===== config.mk =====
export PLATFORM = sky130hd
export DESIGN_NAME = fetch_queue
export DESIGN_NICKNAME = d
export VERILOG_FILES = /design/src/rtl/fetch_queue.sv
export SDC_FILE = /design/constraint.sdc
export NUM_CORES = 1
export LEC_CHECK = 0
export CORE_AREA = 5 5 179 164
export DETAILED_ROUTE_END_ITERATION = 10
export DIE_AREA = 0 0 184 169
export HOLD_SLACK_MARGIN = 0.15
export PLACE_DENSITY = 0.86
export SYNTH_ARGS = -nofsm -noshare
export SYNTH_HDL_FRONTEND = slang
export SYNTH_SLANG_ARGS = --single-unit

===== constraint.sdc =====
create_clock -name clk -period 7.9 [get_ports clk]
set_input_delay 1.58 -clock clk [delete_from_list [all_inputs] [get_ports clk]]
set_output_delay 1.58 -clock clk [all_outputs]
set_load 0.005 [all_outputs]

===== src/rtl/fetch_queue.sv =====
// Dual-wide instruction fetch with an in-order decoupling queue feeding decode.
// Optional FETCH_PERF_EN adds saturating perf_fetched / perf_stall counters.
module fetch_queue #(
  parameter int IMEM_BYTES = 128,
  parameter int QDEPTH     = 8,
  parameter int AW         = $clog2(IMEM_BYTES)
) (
  input  logic                      clk,
  input  logic                      rst,
  input  logic                      start,
  output logic                      imem_req,
  output logic [AW-1:0]             imem_addr,
  input  logic [63:0]               imem_rdata,
  output logic                      dec_valid_1,
  output logic [31:0]               dec_instr_1,
  output logic                      dec_valid_2,
  output logic [31:0]               dec_instr_2,
  input  logic                      dec_ready,
  output logic                      halted,
  output logic [$clog2(QDEPTH):0]   q_count
`ifdef FETCH_PERF_EN
  ,
  output logic [31:0]               perf_fetched,
  output logic [31:0]               perf_stall
`endif
);

  localparam int PW = $clog2(QDEPTH);
  localparam int CW = PW + 1;
  localparam logic [CW-1:0] QDEPTH_C = CW'(QDEPTH);

  typedef enum logic [1:0] {S_IDLE, S_RUN, S_DRAIN, S_HALT} state_t;

  state_t          state_q, state_d;
  logic [AW-1:0]   pc_q, pc_d;
  logic            inflight_q, inflight_d;
  logic            disc_q, disc_d;
  logic [PW-1:0]   head_q, head_d, tail_q, tail_d;
  logic [CW-1:0]   count_q, count_d;
  logic [31:0]     mem_q [QDEPTH];

  logic [CW-1:0]   free_slots;
  logic [CW-1:0]   need_slots;
  logic            credit_ok;
  logic            req;
  logic            last_req;
  logic [31:0]     w1, w2;
  logic            rsp_vld;
  logic            rsp_term;
  logic [1:0]      enq_n, deq_n;
  logic [PW-1:0]   head_nx;

  assign w1 = imem_rdata[63:32];
  assign w2 = imem_rdata[31:0];

  // Reserve room for the response already in flight plus the one requested now.
  assign free_slots = QDEPTH_C - count_q;
  assign need_slots = inflight_q ? CW'(4) : CW'(2);
  assign credit_ok  = free_slots >= need_slots;
  assign req        = (state_q == S_RUN) && credit_ok;
  assign last_req   = ({1'b0, pc_q} + (AW+1)'(8)) == (AW+1)'(IMEM_BYTES);

  // Responses to requests issued alongside or after a terminating one are dropped.
  assign rsp_vld  = inflight_q && !disc_q;
  assign rsp_term = rsp_vld && ((w1 == 32'd0) || (w2 == 32'd0));

  always_comb begin
    enq_n = 2'd0;
    if (rsp_vld && (w1 != 32'd0)) begin
      enq_n = (w2 != 32'd0) ? 2'd2 : 2'd1;
    end
  end

  always_comb begin
    deq_n = 2'd0;
    if (dec_ready) begin
      if (count_q >= CW'(2)) begin
        deq_n = 2'd2;
      end else if (count_q != '0) begin
        deq_n = 2'd1;
      end
    end
  end

  always_comb begin
    state_d    = state_q;
    pc_d       = req ? pc_q + AW'(8) : pc_q;
    inflight_d = req;
    disc_d     = disc_q | rsp_term;
    count_d    = count_q + CW'(enq_n) - CW'(deq_n);
    head_d     = head_q + PW'(deq_n);
    tail_d     = tail_q + PW'(enq_n);
    case (state_q)
      S_IDLE:  if (start) state_d = S_RUN;
      S_RUN:   if (rsp_term || (req && last_req)) state_d = S_DRAIN;
      S_DRAIN: if ((count_q == '0) && (!inflight_q || disc_q)) state_d = S_HALT;
      S_HALT:  state_d = S_HALT;
      default: state_d = S_IDLE;
    endcase
  end

  always_ff @(posedge clk) begin
    if (rst) begin
      state_q    <= S_IDLE;
      pc_q       <= '0;
      inflight_q <= 1'b0;
      disc_q     <= 1'b0;
      head_q     <= '0;
      tail_q     <= '0;
      count_q    <= '0;
    end else begin
      state_q    <= state_d;
      pc_q       <= pc_d;
      inflight_q <= inflight_d;
      disc_q     <= disc_d;
      head_q     <= head_d;
      tail_q     <= tail_d;
      count_q    <= count_d;
    end
  end

  always_ff @(posedge clk) begin
    if (enq_n != 2'd0) begin
      mem_q[tail_q] <= w1;
    end
    if (enq_n == 2'd2) begin
      mem_q[tail_q + PW'(1)] <= w2;
    end
  end

  always_ff @(posedge clk) begin
    if (!rst) begin
      assert (int'(count_q) + int'(enq_n) - int'(deq_n) <= QDEPTH)
        else $error("fetch_queue overflow");
    end
  end

  assign head_nx     = head_q + PW'(1);
  assign imem_req    = req;
  assign imem_addr   = pc_q;
  assign dec_valid_1 = count_q != '0;
  assign dec_valid_2 = count_q >= CW'(2);
  assign dec_instr_1 = mem_q[head_q];
  assign dec_instr_2 = mem_q[head_nx];
  assign halted      = state_q == S_HALT;
  assign q_count     = count_q;

`ifdef FETCH_PERF_EN
  logic [31:0] perf_fetched_q, perf_stall_q;
  logic [32:0] fetched_sum;

  assign fetched_sum = {1'b0, perf_fetched_q} + 33'(enq_n);

  always_ff @(posedge clk) begin
    if (rst) begin
      perf_fetched_q <= '0;
      perf_stall_q   <= '0;
    end else begin
      perf_fetched_q <= fetched_sum[32] ? '1 : fetched_sum[31:0];
      if ((state_q == S_RUN) && !credit_ok && (perf_stall_q != '1)) begin
        perf_stall_q <= perf_stall_q + 32'd1;
      end
    end
  end

  assign perf_fetched = perf_fetched_q;
  assign perf_stall   = perf_stall_q;
`endif

endmodule


==> metrics.md <==
| Metric | Value |
|---|---|
| Status | finished, final reports clean |
| Synthesis Warnings | 0 |
| Postcts setup bufs | 0 |
| Worst Hold Class | register to register |
| 1st-iter DRT viols | 991 |
| Number of flops mapped to enable cells by yosys | 256 |
| Worst path cell trace | ha_4, buf_4, mux4_2, mux2_2, clkdlybuf4s50_1 |
| Cells on worst reg2reg path | 6 |
| RR Endpoint | mem_q[7][29]$_DFFE_PP_ |
| Setup TNS | 0 ns |
| Total gr overflow | 0 |
| Initial Util | 62.6% |
| Top-Level Pins | 147 |
| Async S/R FF share, synth | 0% |
| CP Class | register to output port |
| Setup crit end | dec_instr_2[20] |
| Maxcap violations | 0 |
| Port Buffer Count | 143 |
| H-tree depth | 1 |
| Max incr delay on CP | 1.07 ns |
| CP Data Required Time | 6.32 ns |
| DP Worst Slack | 2.43 ns |
| Worst Tran Pin Value | 1.07 ns |
| Die width | 184 um |
| Predominant post-synthesis flop cell | edfxtp_1 |
| CTS Buf Count | 30 |
| Via count | 9842 |
| Share of layout cells above drive strength 1 | 49.3% |
| Slowest CP cell | dfxtp_4 |
| FMAX | 0.168 GHz |
| Critical path origin | head_q[1]$_SDFF_PP0_ |
| Final ANT Viol Nets | 0 |
| Sequential element share of the synthesized area | 46.9% |
| Area growth from synthesis to layout | 15.7% |
| Drt total wl | 42300 um |
| Largest fanout on the critical path | 66 |
| Largest delay contributor family on the critical path | flip-flops |
| Worst VDD drop | 288 uV |
| Reg-to-Reg Start | tail_q[0]$_SDFF_PP0_ |
| Diodes inserted | 0 |
| Cell Area, Synth | 0.0172 mm^2 |
| Clock root cell | clkbuf_16 |
| Rel. slew slack | 28.4% |
| Initial antenna violation count | 0 |
| Dpl cells | 1412 |
| Critical path launch point type | register |
| Non-Filler Instances | 1467 |
| Crit path buf inv count | 2 |
| Pin count of the biggest net entering global routing | 67 |
| Top area cells in the synthesized netlist | edfxtp_1, mux2_4, mux4_2 |
| Final min period | 5.97 ns |
| Die Height | 169 um |
| LEAKAGE | 6.74 nW |
| Clk pin slew, worst setup/hold paths | 0.07 ns |
| Hold Fails Final Rpt | 0 |
| Synth cell types | 45 |
| Hold Buf Count CTS | 0 |
| HPWL Detailed | 25400 um |
| Worst Slack Setup Final | 1.93 ns |
| Crit path capture type | output port |
| R2R Setup Slk | 4.32 ns |
| Slew Limit Fails | 0 |
| Syn Area/Cell | 18.0 um^2 |
| DRC violations left | 0 |
| Die area | 0.0311 mm^2 |
| Number of global-route vias before repair | 10500 |
| Resized cells post-CTS | 0 |
| Number of synthesized register bits | 274 |
| Final setup skew | 0.0126 ns |
| RSZ-0062 raised after global routing | false |
| Pwr dens | 314 mW/mm^2 |
| Cells after Synth | 956 |
| Core area | 0.0274 mm^2 |
| First-pass GRT wire length | 64500 um |
| Layout Nets | 1171 |
| Rows | 58 |
| Cell taking the most area after synthesis | edfxtp_1 |
| Vias per cell | 6.71 |
| GRT Resource Usage Total | 27.3% |
| DR pass1 iterations | 5 |
| GP Congestion | 0.807 |
| Critical path depth in cells | 5 |
| Fin crit share | 75.5% |
| Clock sink count | 274 |
| WP data arrival | 4.39 ns |
| Average wire per standard cell | 28.9 um |
| Final setup fails | 0 |
| Later-pin clock latency in the skew report | 0.55 ns |
| CTS tree | yes |
| Post-synth top area share | 44.8% |
| CTS max path bufs | 3 |
==> how the worst min path moves through the flow <==
stage,startpoint,end,slack (ns),cells past startpoint
after floorplan,disc_q$_SDFF_PP0_,disc_q$_SDFF_PP0_,0.43,2
after global placement,disc_q$_SDFF_PP0_,disc_q$_SDFF_PP0_,0.44,2
after detailed placement,disc_q$_SDFF_PP0_,disc_q$_SDFF_PP0_,0.44,2
after CTS,disc_q$_SDFF_PP0_,disc_q$_SDFF_PP0_,0.45,2
after global routing,disc_q$_SDFF_PP0_,disc_q$_SDFF_PP0_,0.47,2
final,disc_q$_SDFF_PP0_,disc_q$_SDFF_PP0_,0.45,2
==> area by class of cell <==
cell class / count / area, um^2
clock buffer: 35 / 791
clock inverter: 20 / 170
fill: 1607 / 7580
inverter: 19 / 71.3
multi-input combinational: 587 / 8660
sequential: 274 / 8060
tap: 360 / 450
timing repair buffer: 172 / 1650
==> per-stage QoR <==
| stage | area [um^2] | total power [mW] | util, % | hold WS (ns) |
|---|---|---|---|---|
| after global routing | 19800 | 6.54 | 72.4 | 0.470 |
| after global placement | 18900 | 4.84 | 68.9 | 0.435 |
| final | 19800 | 6.24 | 72.4 | 0.451 |
| after CTS | 19800 | 6.27 | 72.4 | 0.453 |
| after floorplan | 17200 | 3.75 | - | 0.426 |
| after detailed placement | 18900 | 4.89 | 68.9 | 0.444 |
==> logic make-up after synthesis <==
| family | Yosys count | share of synthesized area [%] |
|---|---|---|
| flip-flops | 274 | 46.9 |
| other | 1 | 0.0218 |
| AND/OR/NAND/NOR | 77 | 3.41 |
| buffers and inverters | 97 | 3.40 |
| multiplexers | 449 | 43.1 |
| XOR/XNOR | 11 | 0.561 |
| AO/OA/AOI/OAI | 28 | 1.06 |
| adder cells (fa/ha/maj) | 19 | 1.56 |
==> cell usage in the layout, fill, tap and decap left out, drive strengths merged, types with 5 or more instances in the layout <==
master           n
nand2            5
clkbuf          35
or3              6
buf             29
o211ai           5
nor2b            8
nand3            5
mux4           128
clkinv          14
xnor2            6
nor2            15
o21ai            6
dfxtp           18
clkdlybuf4s50  143
edfxtp         256
ha              15
a21oi           12
inv             19
mux2           320
nor4            21
xor2             5
==> where the power goes <==
| group | switching [mW] | total (mW) | internal [mW] |
|---|---|---|---|
| clock network | 0.571 | 1.38 | 0.807 |
| registers | 0.171 | 1.95 | 1.78 |
| logic | 1.16 | 2.91 | 1.74 |
| total | 1.91 | 6.24 | 4.33 |
==> worst reg2reg max path, cell delays in order, from the launching register on <==
cell and delay [ns]:
dfxtp_1 0.81, ha_1 0.32, xor2_1 0.20, nand2_1 0.21
nor4_4 0.73, buf_4 0.66, mux2_2 0.41
==> synthesized netlist by cell type, drive strengths merged, types with 2 or more instances <==
cell and count:
mux2 320, edfxtp 256, mux4 128, buf 51
clkbuf 27, nor4 21, inv 19, dfxtp 18
ha 15, nor2 15, a21oi 12, nor2b 8
o21ai 6, or3 6, xnor2 6, nand2 5
nand3 5, o211ai 5, xor2 5, fa 4
nand4 4, nor4b 4, or2 3, and3 2
==> per-layer routing <==
metal | wire length (um) | track usage [%] | vias up | share of wire [%]
met5 | 0 | 0 | - | 0
met4 | 1150 | 7.07 | 0 | 2.7
met3 | 3950 | 5.20 | 98 | 9.3
met2 | 20500 | 44.3 | 520 | 48
met1 | 16800 | 38.6 | 5057 | 40
li1 | - | - | 4167 | -
==> registers in the layout (all words and copies together) (netlist names) <==
signal      flops
imem_addr       4
state_q         2
inflight_q      1
q_count         4
head_q          3
mem_q         256
disc_q          1
tail_q          3
Power figures use the tool's default switching activity.
